===== src/rtl/lbm_cell_gather_if.sv =====
// rtl/lbm_cell_gather_if.sv - word stream in / 9-word bundle out handshake bundle for lbm_cell_gather
// s_tuser/m_solid exist only when LBM_GATHER_BOUNCEBACK_EN is defined.
interface lbm_cell_gather_if #(
  parameter int DATA_W = 16,
  parameter int NDIR   = 9,
  parameter int IDX_W  = 16
);
  logic [DATA_W-1:0]      s_tdata;
  logic                   s_tvalid;
  logic                   s_tready;
  logic                   s_tlast;
  logic [NDIR*DATA_W-1:0] m_f;
  logic                   m_valid;
  logic                   m_ready;
  logic [IDX_W-1:0]       m_cell_idx;
`ifdef LBM_GATHER_BOUNCEBACK_EN
  logic                   s_tuser;
  logic                   m_solid;

  modport slave (
    input  s_tdata, s_tvalid, s_tlast, s_tuser, m_ready,
    output s_tready, m_f, m_valid, m_cell_idx, m_solid
  );
  modport master (
    output s_tdata, s_tvalid, s_tlast, s_tuser, m_ready,
    input  s_tready, m_f, m_valid, m_cell_idx, m_solid
  );
`else
  modport slave (
    input  s_tdata, s_tvalid, s_tlast, m_ready,
    output s_tready, m_f, m_valid, m_cell_idx
  );
  modport master (
    output s_tdata, s_tvalid, s_tlast, m_ready,
    input  s_tready, m_f, m_valid, m_cell_idx
  );
`endif
endinterface


===== src/rtl/lbm_cell_gather.sv =====
// rtl/lbm_cell_gather.sv - serial D2Q9 word stream to registered 9-word collider bundle
// Optional half-way bounce-back swap for solid cells under LBM_GATHER_BOUNCEBACK_EN.
module lbm_cell_gather #(
  parameter int DATA_W = 16,
  parameter int NDIR   = 9,
  parameter int IDX_W  = 16
) (
  input  logic                 clk,
  input  logic                 rst,
  lbm_cell_gather_if.slave     bus,
  input  logic                 err_clr,
  output logic                 err_framing,
  output logic                 busy
);

  logic [3:0]             widx;
  logic [DATA_W-1:0]      slot [0:NDIR-2];
  logic [DATA_W-1:0]      w    [0:NDIR-1];
  logic [NDIR*DATA_W-1:0] bundle;
  logic                   rdy_en;
  logic                   at_last;
  logic                   acc;
  logic                   hs;
  logic                   err_set;
`ifdef LBM_GATHER_BOUNCEBACK_EN
  logic                   solid_q;

  // Opposite lattice direction: n<->s, ne<->sw, e<->w, se<->nw, null fixed.
  function automatic int opp(input int k);
    if (k == 0) return 0;
    return ((k + 3) % 8) + 1;
  endfunction
`endif

  assign at_last      = (widx == 4'(NDIR - 1));
  // Only the closing word can stall: it needs the output register free.
  assign bus.s_tready = rdy_en && !(at_last && bus.m_valid && !bus.m_ready);
  assign acc          = bus.s_tvalid && bus.s_tready;
  assign hs           = bus.m_valid && bus.m_ready;
  assign busy         = (widx != 4'd0);
  assign err_set      = acc && (at_last ? !bus.s_tlast : bus.s_tlast);

  always_comb begin
    for (int k = 0; k < NDIR - 1; k++) w[k] = slot[k];
    w[NDIR-1] = bus.s_tdata;
    bundle = '0;
    for (int k = 0; k < NDIR; k++) begin
`ifdef LBM_GATHER_BOUNCEBACK_EN
      bundle[k*DATA_W +: DATA_W] = solid_q ? w[opp(k)] : w[k];
`else
      bundle[k*DATA_W +: DATA_W] = w[k];
`endif
    end
  end

  always_ff @(posedge clk or posedge rst) begin
    if (rst) begin
      widx           <= '0;
      for (int k = 0; k < NDIR - 1; k++) slot[k] <= '0;
      rdy_en         <= 1'b0;
      bus.m_f        <= '0;
      bus.m_valid    <= 1'b0;
      bus.m_cell_idx <= '0;
      err_framing    <= 1'b0;
`ifdef LBM_GATHER_BOUNCEBACK_EN
      solid_q        <= 1'b0;
      bus.m_solid    <= 1'b0;
`endif
    end else begin
      rdy_en <= 1'b1;
      if (hs) bus.m_cell_idx <= bus.m_cell_idx + 1'b1;

      if (acc && at_last) begin
        bus.m_f     <= bundle;
        bus.m_valid <= 1'b1;
`ifdef LBM_GATHER_BOUNCEBACK_EN
        bus.m_solid <= solid_q;
`endif
      end else if (bus.m_ready) begin
        bus.m_valid <= 1'b0;
      end

      if (acc) begin
        if (at_last || bus.s_tlast) begin
          widx <= '0;
        end else begin
          slot[widx[2:0]] <= bus.s_tdata;
          widx            <= widx + 4'd1;
        end
`ifdef LBM_GATHER_BOUNCEBACK_EN
        if (widx == 4'd0) solid_q <= bus.s_tuser;
`endif
      end

      // A new error outranks a coincident clear.
      err_framing <= err_set | (err_framing & ~err_clr);
    end
  end

endmodule


===== src/flat_wrapper.sv =====
// flat-port wrapper written by rule: the top's interface ports become plain ports
module lbm_cell_gather_flat 
#(
  parameter int DATA_W = 16,
  parameter int NDIR   = 9,
  parameter int IDX_W  = 16
)
  (clk, rst, err_clr, err_framing, busy, bus_s_tdata, bus_s_tvalid, bus_s_tlast, bus_m_ready, bus_s_tready, bus_m_f, bus_m_valid, bus_m_cell_idx);
  lbm_cell_gather_if #(.DATA_W(DATA_W), .NDIR(NDIR), .IDX_W(IDX_W)) bus_i ();
  input  logic clk;
  input  logic rst;
  input  logic err_clr;
  output logic err_framing;
  output logic busy;
  input wire logic [$bits(bus_i.s_tdata)-1:0] bus_s_tdata;
  input wire logic [$bits(bus_i.s_tvalid)-1:0] bus_s_tvalid;
  input wire logic [$bits(bus_i.s_tlast)-1:0] bus_s_tlast;
  input wire logic [$bits(bus_i.m_ready)-1:0] bus_m_ready;
  output wire logic [$bits(bus_i.s_tready)-1:0] bus_s_tready;
  output wire logic [$bits(bus_i.m_f)-1:0] bus_m_f;
  output wire logic [$bits(bus_i.m_valid)-1:0] bus_m_valid;
  output wire logic [$bits(bus_i.m_cell_idx)-1:0] bus_m_cell_idx;
  assign bus_i.s_tdata = bus_s_tdata;
  assign bus_i.s_tvalid = bus_s_tvalid;
  assign bus_i.s_tlast = bus_s_tlast;
  assign bus_i.m_ready = bus_m_ready;
  assign bus_s_tready = bus_i.s_tready;
  assign bus_m_f = bus_i.m_f;
  assign bus_m_valid = bus_i.m_valid;
  assign bus_m_cell_idx = bus_i.m_cell_idx;
  lbm_cell_gather #(.DATA_W(DATA_W), .NDIR(NDIR), .IDX_W(IDX_W)) u_core (.clk(clk), .rst(rst), .bus(bus_i), .err_clr(err_clr), .err_framing(err_framing), .busy(busy));
endmodule

===== config.mk =====
export PLATFORM = sky130hd
export DESIGN_NAME = lbm_cell_gather_flat
export DESIGN_NICKNAME = d
export VERILOG_FILES = /design/src/rtl/lbm_cell_gather_if.sv /design/src/rtl/lbm_cell_gather.sv /design/src/flat_wrapper.sv
export SDC_FILE = /design/constraint.sdc
export NUM_CORES = 1
export LEC_CHECK = 0
export CORE_ASPECT_RATIO = 0.7
export CORE_MARGIN = 8
export CORE_UTILIZATION = 38
export CTS_CLUSTER_DIAMETER = 30
export DETAILED_ROUTE_END_ITERATION = 10
export GPL_ROUTABILITY_DRIVEN = 0
export HOLD_SLACK_MARGIN = 0.08
export PLACE_DENSITY = 0.63
export SLEW_MARGIN = 20
export SYNTH_ARGS = -nofsm -noshare
export SYNTH_HDL_FRONTEND = slang
export SYNTH_SLANG_ARGS = --single-unit
export TNS_END_PERCENT = 30

===== constraint.sdc =====
create_clock -name clk -period 23.9 [get_ports clk]
set_input_delay 7.17 -clock clk [delete_from_list [all_inputs] [get_ports clk]]
set_output_delay 7.17 -clock clk [all_outputs]
set_load 0.005 [all_outputs]

==> results.toml <==
[detailed_routing]
drt_iter0_drc = 331
first_pass_iters = 4
ant_nets = 0
vias_per_cell = 4.845
dr_total_vias = 6497
highest-signal-layer = "met4"
wl_met2_um = 11620
met1_length_um = 12660
drc = 0
drt-total-wl_um = 26550
wl_per_cell_um = 19.80
met3_length_um = 1887

[clock_network]
cts_tree = "done"
insertion_delay_ps = 570
cts_buffers = 55
h-tree-depth = 2
cts_resized = 0
cts_setup_buffers = 0
clk_pin_slew_ps = 50
cts.hold.buffers_added = 0
cts-root-buf = "clkbuf_16"
cts_max_path_buffers = 3
cts_sinks = 295

[placement]
io_buffers = 185
postPlaceCellArea_um2 = 13530
dp_hpwl_um = 17180

[timing]
setup_tns_ps = 0
setup_viol = 0
hold_ws_ps = 491.0
finClkSkew_ps = 23.55
rsz0062_at_grt = "no"
max_freq_ghz = 0.06321
fin_crit_sh = 0.6620
slew_viol_final = 0
layout_min_cycle_time_ps = 15820
tightest_slew_ps = 1091
slew_headroom = 0.2728
hold_violations = 0

[global_routing]
grt_usage = 0.1492
antenna_found_initial = 2
grt_max_degree = 148
grt_pass1_wl_um = 42260
gr-total-overflow = 0
grt_pass1_vias = 6926

[logic_synthesis]
ys_seq_area_frac = 0.6517
syn_inst = 689
ys_types = 32
avgSynthCellArea_um2 = 16.44
yosysWarnings = 0
synth-seq-cells = 295
syn_area_um2 = 11330
synthesis.nets = 715

[floorplan]
dieArea_um2 = 35680
core-area_um2 = 29640
rows = 53
initial_core_util = 0.3821
boundaryPins = 186
die_w_um = 222.4
die_h_um = 160.5

[power_and_ir_drop]
leakage_nw = 7.529
power.internal_w = 0.001146
p_sw_frac = 0.2246
powerDensity_nw_per_um2 = 95.06
combPwrFrac = 0.059
power.switching_w = 0.0003320
p_clk_frac = 0.550
seqPwrFrac = 0.391
irDropWorstVdd_mv = 0.05014

[worst_setup_path]
arrival_ps = 8650
crit_path_max_fanout = 5
cpMostUsedCell = "clkdlybuf4s50_1"
cp-end-kind = "primary output"
startpoint_type = "input port"
slowest_delay_ps = 570
crit_path_top_delay_cell = "clkdlybuf4s50_1"
worstSetupPathType = "input port to primary output"
critical_path_required_ps = 16730
path_cells = "clkdlybuf4s50_1, nand4b_4, o21a_1, clkdlybuf4s50_1"

[cells_and_area]
n_fill_cell = 2520
multi_input_area_um2 = 3732
fin_nets = 935
n_antenna_cell = 0
drive_gt1_frac = 0.4079
final_cell_area_um2 = 15550
register_area_um2 = 7382
synthToLayoutAreaGrowth_pct = 37.26

[hold_path]
hold_class = "register to register"

[outcome]
status = "finished clean"

[run]
maxCapViolCount = 0
[path summary, 6_finish.rpt]
check                                           from                   endpoint  slack (ps)  cells after the start
max in group asynchronous                        rst          u_core.bundle[38]       15290                      3
min reg2reg                u_core.bus.m_cell_idx[15]  u_core.bus.m_cell_idx[15]         490                      1
min in group asynchronous                        rst         u_core.bus.m_f[14]        7150                      2
max reg2reg                           u_core.widx[0]          u_core.bus.m_f[3]       20240                      7
max                                      bus_m_ready               bus_s_tready        8080                      4
min                        u_core.bus.m_cell_idx[15]  u_core.bus.m_cell_idx[15]         490                      1
[through the flow]
stage / utilization / instances / worst slack (ps) / total power, W
final: 0.5245 / 1341 / 8079 / 0.001478
after global routing: 0.5245 / 1341 / 8042 / 0.001540
after CTS: 0.5240 / 1341 / 8083 / 0.001501
after detailed placement: 0.4563 / 1237 / 8102 / 0.0006747
after global placement: 0.4563 / 1237 / 8128 / 0.0006703
after floorplan: - / 689 / 8583 / 0.0006423
[cell families after synthesis]
group | after synthesis | share of synthesized area
AOI/OAI and AO/OA | 10 | 0.005413
xor gates and xnor gates | 15 | 0.01160
adders and majority gates | 4 | 0.004419
buffers and inverters | 37 | 0.02088
DFF | 295 | 0.6517
muxes | 273 | 0.2780
other | 1 | 0.0003311
and+or+nand+nor | 54 | 0.02762
[state kept, by name, summed over array words and instances (netlist names)]
register / flops
u_core.bus.m_cell_idx: 16
u_core.bus.m_f: 144
u_core.bus.m_valid: 1
u_core.bundle: 128
u_core.err_framing: 1
u_core.rdy_en: 1
u_core.widx: 4
[synth_stat cells]
library cell  count  area share
buf_6             3      0.0030
xnor2_1          11      0.0085
and2_1            1     0.00055
nand2_1          16      0.0053
mux2_2          253        0.25
o31ai_1           2      0.0013
mux2_4           20       0.027
xor2_1            4      0.0031
ha_1              4      0.0044
nor2b_1           1     0.00055
nor3_2            1     0.00088
inv_1            10      0.0033
nor2b_4           1      0.0012
nor3_1            3      0.0013
o21a_1            1     0.00066
buf_12            2      0.0035
buf_4             6      0.0040
conb_1            1     0.00033
nand3b_1          1     0.00066
nand3_1           7      0.0031
nand4_1           6      0.0033
or3_1             2      0.0011
and3_1            2      0.0011
buf_2            16      0.0071
dfrtp_1         295        0.65
nand4b_4          1      0.0021
nor2_2            4      0.0022
nor2_1            7      0.0023
o21bai_1          1     0.00066
nand4_4           1      0.0019
o22ai_1           1     0.00055
o21ai_0           5      0.0022
[critical path, delay by kind of cell]
family / cells / cell delay (ps)
buffers and inverters: 2 / 1090
AND/OR/NAND/NOR: 1 / 220
AO/OA/AOI/OAI: 1 / 180
[final cells by class]
class	count	share of cell area
Clock buffer	66	0.09697
Clock inverter	38	0.03219
Inverter	10	0.003219
Multi-Input combinational cell	357	0.2401
Sequential cell	295	0.4748
Tap cell	385	0.03098
Timing Repair Buffer	190	0.1218
[power by group through the flow]
stage | clock (W) | combinational [W] | sequential, W
floorplan | 0 | 0.0000655 | 0.000577
global placement | 0 | 0.0000873 | 0.000583
detailed placement | 0 | 0.0000896 | 0.000585
CTS | 0.000834 | 0.0000898 | 0.000578
global route | 0.000860 | 0.0000964 | 0.000584
finish | 0.000813 | 0.0000876 | 0.000577
[routing by layer]
metal / GRT usage / vias to the layer above
met5: 0 / -
met4: 0.04150 / 0
met3: 0.05138 / 31
met2: 0.2163 / 172
met1: 0.2101 / 3390
li1: - / 2904
[placed cells by master, fill, tap and decap left out, drive strengths merged, types with 4 or more instances in the layout]
cell type | netlist | final
nor3 | 4 | 4
buf | 27 | 5
clkdlybuf4s50 | 0 | 185
clkinv | 0 | 14
clkbuf | 0 | 66
nand3 | 7 | 7
ha | 4 | 4
xnor2 | 11 | 11
dfrtp | 295 | 295
nand2 | 16 | 16
xor2 | 4 | 4
mux2 | 273 | 273
nand4 | 7 | 7
clkinvlp | 0 | 8
o21ai | 5 | 5
inv | 10 | 18
bufinv | 0 | 8
nor2 | 11 | 11
Note: power is estimated with default switching activity, not from simulation.
